File: config.mk
export PLATFORM = sky130hd
export DESIGN_NAME = full_stage_link
export DESIGN_NICKNAME = d
export VERILOG_FILES = /design/src/rtl/full_stage_link.sv
export SDC_FILE = /design/constraint.sdc
export NUM_CORES = 1
export LEC_CHECK = 0
export ABC_AREA = 0
export CAP_MARGIN = 40
export CORE_UTILIZATION = 56
export CTS_BUF_LIST = sky130_fd_sc_hd__clkbuf_4 sky130_fd_sc_hd__clkbuf_8 sky130_fd_sc_hd__clkbuf_16
export CTS_CLUSTER_SIZE = 8
export DETAILED_ROUTE_END_ITERATION = 7
export PLACE_DENSITY_LB_ADDON = 0.25
export SETUP_SLACK_MARGIN = 0.5
export SLEW_MARGIN = 20
export SYNTH_ARGS = -nofsm -noshare
export SYNTH_HDL_FRONTEND = slang
export SYNTH_SLANG_ARGS = --single-unit
File: constraint.sdc
create_clock -name clk -period 3.2 [get_ports clk]
set_input_delay 0.48 -clock clk [delete_from_list [all_inputs] [get_ports clk]]
set_output_delay 0.48 -clock clk [all_outputs]
set_load 0.1 [all_outputs]
File: src/rtl/full_stage_link.sv
// Buffered interconnect between consecutive network stages: per link, a forward and a
// backward FIFO, with a frame-length check applied to beats leaving the forward FIFO.
module full_stage_link #(
  parameter int WIDTH     = 32,
  parameter int NUM_LINKS = 1,
  parameter int DEPTH     = 4,
  parameter int FRAME_LEN = 8
) (
  input  logic                                        clk,
  input  logic                                        reset,
  input  logic                                        err_clr,
  input  logic [NUM_LINKS*WIDTH-1:0]                  fwd_in,
  input  logic [NUM_LINKS-1:0]                        fwd_in_fst,
  input  logic [NUM_LINKS-1:0]                        fwd_in_vld,
  output logic [NUM_LINKS-1:0]                        fwd_in_rdy,
  output logic [NUM_LINKS*WIDTH-1:0]                  fwd_out,
  output logic [NUM_LINKS-1:0]                        fwd_out_fst,
  output logic [NUM_LINKS-1:0]                        fwd_out_vld,
  input  logic [NUM_LINKS-1:0]                        fwd_out_rdy,
  input  logic [NUM_LINKS*WIDTH-1:0]                  bwd_in,
  input  logic [NUM_LINKS-1:0]                        bwd_in_fst,
  input  logic [NUM_LINKS-1:0]                        bwd_in_vld,
  output logic [NUM_LINKS-1:0]                        bwd_in_rdy,
  output logic [NUM_LINKS*WIDTH-1:0]                  bwd_out,
  output logic [NUM_LINKS-1:0]                        bwd_out_fst,
  output logic [NUM_LINKS-1:0]                        bwd_out_vld,
  input  logic [NUM_LINKS-1:0]                        bwd_out_rdy,
  output logic [NUM_LINKS*($clog2(DEPTH)+1)-1:0]      fwd_level,
  output logic [NUM_LINKS-1:0]                        frame_err
);

  localparam int AW = $clog2(DEPTH);
  localparam int CW = $clog2(FRAME_LEN + 2);

  for (genvar k = 0; k < NUM_LINKS; k++) begin : g_link
    // d = 0 is the forward FIFO, d = 1 the backward FIFO; both are identical.
    for (genvar d = 0; d < 2; d++) begin : g_dir
      logic [WIDTH:0]   mem_q [DEPTH];
      logic [AW-1:0]    wrPtr_q, wrPtr_d, rdPtr_q, rdPtr_d;
      logic [AW:0]      level_q, level_d;
      logic [WIDTH-1:0] inData;
      logic             inFst, inVld, inRdy, outVld, outRdy, push, pop;

      if (d == 0) begin : g_fwd
        assign inData    = fwd_in[k*WIDTH +: WIDTH];
        assign inFst     = fwd_in_fst[k];
        assign inVld     = fwd_in_vld[k];
        assign outRdy    = fwd_out_rdy[k];
        assign fwd_in_rdy[k]  = inRdy;
        assign fwd_out_vld[k] = outVld;
        assign {fwd_out_fst[k], fwd_out[k*WIDTH +: WIDTH]} = mem_q[rdPtr_q];
        assign fwd_level[k*(AW+1) +: AW+1] = level_q;
      end else begin : g_bwd
        assign inData    = bwd_in[k*WIDTH +: WIDTH];
        assign inFst     = bwd_in_fst[k];
        assign inVld     = bwd_in_vld[k];
        assign outRdy    = bwd_out_rdy[k];
        assign bwd_in_rdy[k]  = inRdy;
        assign bwd_out_vld[k] = outVld;
        assign {bwd_out_fst[k], bwd_out[k*WIDTH +: WIDTH]} = mem_q[rdPtr_q];
      end

      // Handshakes depend only on the registered level, so there is no in->out path.
      assign inRdy  = (level_q != (AW+1)'(DEPTH));
      assign outVld = (level_q != '0);
      assign push   = inVld & inRdy;
      assign pop    = outVld & outRdy;

      always_comb begin
        wrPtr_d = push ? wrPtr_q + 1'b1 : wrPtr_q;
        rdPtr_d = pop ? rdPtr_q + 1'b1 : rdPtr_q;
        level_d = level_q;
        if (push && !pop) begin
          level_d = level_q + 1'b1;
        end else if (pop && !push) begin
          level_d = level_q - 1'b1;
        end
      end

      always_ff @(posedge clk) begin
        if (!reset) begin
          wrPtr_q <= '0;
          rdPtr_q <= '0;
          level_q <= '0;
        end else begin
          wrPtr_q <= wrPtr_d;
          rdPtr_q <= rdPtr_d;
          level_q <= level_d;
        end
      end

      always_ff @(posedge clk) begin
        if (push) begin
          mem_q[wrPtr_q] <= {inFst, inData};
        end
      end
    end

    if (FRAME_LEN != 0) begin : g_chk
      localparam logic [CW-1:0] FL = CW'(FRAME_LEN);
      logic [CW-1:0] cnt_q, cnt_d;
      logic          seen_q, seen_d, err_q, err_d, popFwd, badBeat;

      assign popFwd = fwd_out_vld[k] & fwd_out_rdy[k];

      // A frame is judged only when the next fst arrives, so a trailing short frame is silent.
      always_comb begin
        cnt_d   = cnt_q;
        seen_d  = seen_q;
        badBeat = 1'b0;
        if (popFwd) begin
          if (fwd_out_fst[k]) begin
            badBeat = seen_q && (cnt_q != FL);
            cnt_d   = CW'(1);
            seen_d  = 1'b1;
          end else if (!seen_q) begin
            badBeat = 1'b1;
          end else if (cnt_q != '1) begin
            cnt_d = cnt_q + 1'b1;
          end
        end
        err_d = err_clr ? 1'b0 : (err_q | badBeat);
      end

      always_ff @(posedge clk) begin
        if (!reset) begin
          cnt_q  <= '0;
          seen_q <= 1'b0;
          err_q  <= 1'b0;
        end else begin
          cnt_q  <= cnt_d;
          seen_q <= seen_d;
          err_q  <= err_d;
        end
      end

      assign frame_err[k] = err_q;
    end else begin : g_nochk
      assign frame_err[k] = 1'b0;
    end
  end

endmodule

# Yosys cells after proc, flatten, opt, wreduce, memory -nomap -nowiden
# Memories as Yosys holds them, arrays and structs flattened. A register that Yosys moved wholly into a read port is not among the register bits.
# Cells that the tools add are included.
dict set report totals {
  in_bits 73
  mem_count 2
  out_inout_bits 74
  latchBits 0
  reg_bits 20
  ramBits 264
  rom_bits 0
  elab_cells 66
}
# name depth word_bits read_ports rd_clocked_by_memory_dff wr line
set mem_list {}
lappend mem_list {{g_link[0].g_dir[0].mem_q} 4 33 1 1 1 38} ;# logic [WIDTH:0] mem_q [DEPTH];
lappend mem_list {{g_link[0].g_dir[1].mem_q} 4 33 1 1 1 38}
dict set report op_classes {
  reduce_logical 18
  eq_ne 4
  div_mod_pow 0
  n_lt_le_gt_ge 0
  muxes 18
  shifts 0
  mul 0
  addsub 9
  bitwise_logic 6
}
# operator n
set op_table {}
lappend op_table {{two-way mux 3 bit} 4}
lappend op_table {{two-way mux 4 bit} 3}
lappend op_table {{adder 2 x 1 -> 2 bit, second input constant} 4}
lappend op_table {{two-way mux 2 bit} 4}
lappend op_table {{inequality test 4 bit, second input constant} 2}
lappend op_table {{nonzero test 2 bit} 4}
lappend op_table {{two-way mux 1 bit} 7}
lappend op_table {{adder 3 x 1 -> 3 bit, second input constant} 2}
lappend op_table {{inequality test 3 bit, second input constant} 2}
lappend op_table {{nonzero test 3 bit} 2}
lappend op_table {{subtractor 3 x 1 -> 3 bit, second input constant} 2}
lappend op_table {{logical AND 1 bit} 5}
lappend op_table {{adder 4 x 1 -> 4 bit, second input constant} 1}
lappend op_table {{bitwise AND 1 bit} 4}
lappend op_table {{zero test 1 bit} 4}
lappend op_table {{AND reduction 3 bit} 1}
lappend op_table {{AND reduction 2 bit} 1}
lappend op_table {{OR reduction 2 bit} 1}
lappend op_table {{NOT 1 bit} 1}
lappend op_table {{OR 1 bit} 1}

# Logic depth before layout (Yosys ltp)
dict set report depth {
  ltp_word 6
  depth_mapped 8
  depth_no_buf 8
}

# Worst setup path after synthesis
# No wires, ideal clock.
dict set report synth_timing {
  path_kind {reg-to-reg}
  start {reg g_link[0].g_dir[0].level_q[0], in the netlist fwd_level[0]}
  end {reg g_link[0].g_dir[0].level_q[2], in the netlist fwd_level[2]}
  required_time_ps 3124
  path_stages_with_launch 9
  n_path_buf 0
  synth_period_minus_slack_ps 2907
  arrival_ps 2831
  setup_ps 76
  path_slack_ps 293
  path_cell_list {dfxtp_1 -> nor2_1 -> a21boi_1 -> ha_1 -> inv_1 -> fa_1 -> xor2_1 -> or3_1 -> a21boi_0}
}
dict set report synth_between {
  elab_chain_cells 5
  word_cells_on_any_way 13
  cone_classes {add/sub (2); eq/ne (1); mux (2); bitwise (2); reduce/logical (6)}
}
# item line
set synth_lines {}
lappend synth_lines {{from (decl)} 40} ;# logic [AW:0] level_q, level_d;
lappend synth_lines {{from (signal assigned)} 88} ;# level_q <= level_d;
lappend synth_lines {{inequality test 3 bit *} 64} ;# assign inRdy = (level_q != (AW+1)'(DEPTH));
lappend synth_lines {{bitwise AND 1 bit *} 66} ;# assign push = inVld & inRdy;
lappend synth_lines {{via g_link[0].g_dir[0].push} 42} ;# logic inFst, inVld, inRdy, outVld, outRdy, push, pop;
lappend synth_lines {{zero test 1 bit} 75} ;# end else if (pop && !push) begin
lappend synth_lines {{logical AND 1 bit} 75}
lappend synth_lines {{nonzero test 2 bit (no line)} n/a}
# Mark *: on every way through the listed nets, which the timed path passes. The rest lies on a longest branch. The select of a mux whose other input is x is not followed.
# A chain may end at the register's enable or synchronous reset.

==> results.md <==
* Cell count after synthesis at 477
* Gr usage total at 21.4%
* Die Area at 19,700 um^2
* Port bufs at between 100 and 150
* RSZ-0062 raised after global routing: false
* Drt total wl at approximately 20,000 um
* Root Driver: clkbuf_16
* Final Cycle Share at 79.4%
* Post-synth EDFFs at around 260
* Setup TNS at 0 ns
* Final setup skew at 0.0134 ns
* Die Ht at approximately 140 um
* Final Instance Area at 14,400 um^2
* Dominant cell type by area after synthesis: edfxtp_1
* Post-synth top area share at 73.9%
* CP endpoint kind: primary output
* Crit Path Max Fanout at 13
* Layout net count at roughly 750
* Routed Antenna Nets at 0
* Wirelength per Cell at 22.5 um
* Clock Sinks at 288
* Critical path class: reg2out
* CP Launch Type: flop
* Asr flop ratio synth at 0%
* Final min period at 2.54 ns
* IO Pins at 147
* DRC Markers at 0
* Synth warnings at 0
* CP Data Arrival Time at slightly above 2 ns
* Status: complete, no violations
* Synth Register Bits at 288
* Maximum Capacitance Violations at 0
* Initial antenna violation count at 1
* Area contributors post-synth: edfxtp_1 74%, mux4_2 14%, dfxtp_1 4.5%
* Leakage power at roughly 4.9 nW
* DP Wirelength at roughly 12,000 um
* FP Rows at 50
* Clk buf depth at 3
* HP Class: reg2reg
* Mapped Area at 10,700 um^2
* TritonCTS clock tree: built
* Commonest non-fill, non-tap cell in the layout: edfxtp_1
* First-pass GRT wire length at approximately 31,000 um
* Die width at around 140 um
* Worst slew pin tran at 0.614 ns
* FMAX at between 0.3 and 0.4 GHz
* Placed Area at about 13,000 um^2
* H-tree lvl count at 2
* Pre-antenna DRT Iters at 4
* Synth Flop Type: edfxtp_1
* Share of cells above drive strength 1 at about a third
* Final setup vio count at 0
* Post-CTS Setup Inserts at 0
* Core area at roughly 19,000 um^2
* GRT overflow at 0
* Max Slew Vio Count at 0
* RD Place Congestion at around 0.74
* Worst-path clk slew at about 0.050 ns
* Synth cell types at 29
* Seq/Total Area, Yosys at about 78%
* TritonCTS buffer count at 41
* 1st-iter DRT viols at between 200 and 250
* Peak VDD IR at 0.000893 V
* Routed vias/inst at 5.72
* P&R area growth vs syn at 34.0%
* CP required at between 2 and 3 ns
* Syn Area/Cell at approximately 22 um^2
* Number of global-route vias before repair at approximately 5.7k
* Slew headroom at between 50% and 60%
* PD cells at around 1100 nW/um^2
* Final hold violations at 0
* Most frequent cells in the layout: 264 x edfxtp_1, 75 x clkdlybuf4s50_1, 67 x buf_12, 66 x mux4_2, 42 x clkbuf_16
* Synth Net Count at about 560
* Core Util, Final at 76.6%
* Worst-skew pair later-pin latency at approximately 0.52 ns
* Initial Util at a little under three fifths
* Vias at around 5.2k
* Pin count of the biggest net entering global routing at 34
==> power by group <==
group          switching (mW)  total [mW]  internal (mW)
Combinational            4.56        7.15           2.59
Clock                    1.43        3.81           2.38
Sequential              0.215        4.84           4.62
Total                    6.20        15.8           9.60
==> layer usage <==
metal  wire length (um)  GRT usage [%]
met5                  0              0
met4                493           7.23
met3               1250           5.50
met2              10500           36.3
met1               8200           27.1
==> cell usage after synthesis (2+ instances only) <==
| cell | instances |
|---|---|
| xor2_1 | 3 |
| dfxtp_1 | 24 |
| and3_1 | 3 |
| clkbuf_1 | 11 |
| nand2_1 | 6 |
| and2_1 | 18 |
| edfxtp_1 | 264 |
| nor2_1 | 3 |
| a21boi_0 | 4 |
| fa_1 | 2 |
| o21ai_0 | 7 |
| buf_2 | 6 |
| a21oi_1 | 3 |
| mux4_2 | 66 |
| a21boi_1 | 3 |
| inv_1 | 10 |
| xnor2_1 | 7 |
| nand3b_1 | 2 |
| a31oi_1 | 2 |
| or3_1 | 4 |
| ha_1 | 12 |
| nor2b_1 | 5 |
| nand3_1 | 3 |
| mux2i_1 | 4 |
==> final timing paths <==
check / cells past startpoint / startpoint / endpoint / slack (ns)
worst max register to register: 8 / fwd_level[2] / fwd_level[2] / 0.87
worst min-delay path: 2 / frame_err / frame_err / 0.44
worst max-delay path: 3 / flop / fwd_out[6] / 0.66
worst min register to register: 2 / frame_err / frame_err / 0.44
==> worst max-delay path, cell delays in order (launching register included) <==
cell and delay [ns]:
dfxtp_4 0.51, buf_6 0.25, mux4_2 0.59, buf_12 0.20
==> repair_timing <==
action                                 in CTS  in global routing
setup endpoints to repair                  22                  3
resized for setup                           2                  2
hold buffers                                0                  0
endpoints found under the hold margin       0                  0
==> registers in the layout, indices dropped and copies added, names as in the netlist, named ones only <==
| signal | count |
|---|---|
| frame_err | 1 |
| fwd_level | 3 |
| g_link.g_chk.cnt_q | 4 |
| g_link.g_chk.seen_q | 1 |
| g_link.g_dir.level_q | 3 |
| g_link.g_dir.mem_q | 264 |
| g_link.g_dir.rdPtr_q | 4 |
| g_link.g_dir.wrPtr_q | 4 |
==> final cells by class <==
| class | count | area [um^2] |
|---|---|---|
| antenna | 1 | 2.50 |
| clock buffer | 48 | 1100 |
| clock inverter | 2 | 36.3 |
| fill | 993 | 4380 |
| inverter | 10 | 37.5 |
| multi-input combinational | 161 | 2210 |
| sequential | 288 | 8420 |
| tap | 234 | 293 |
| timing repair buffer | 165 | 2290 |
==> cell families after synthesis <==
family,share of synthesized area [%]
DFF,78.3
muxes,14.2
and+or+nand+nor,2.56
buffers and inverters,1.12
AOI/OAI and AO/OA,1.15
adders and majority gates,1.77
xor gates and xnor gates,0.816
==> stage by stage <==
| stage | hold slack, ns | power, mW | setup slack (ns) | std cells |
|---|---|---|---|---|
| 3_5_place_dp | 0.437 | 12.1 | 0.564 | 858 |
| 2_1_floorplan | 0.469 | 9.52 | 0.559 | 477 |
| 5_1_grt | 0.484 | 16.3 | 0.567 | 908 |
| 3_3_place_gp | 0.430 | 11.9 | 0.681 | 855 |
| 4_1_cts | 0.445 | 15.9 | 0.540 | 908 |
| 6_report | 0.440 | 15.8 | 0.658 | 909 |
Power figures use the tool's default switching activity.
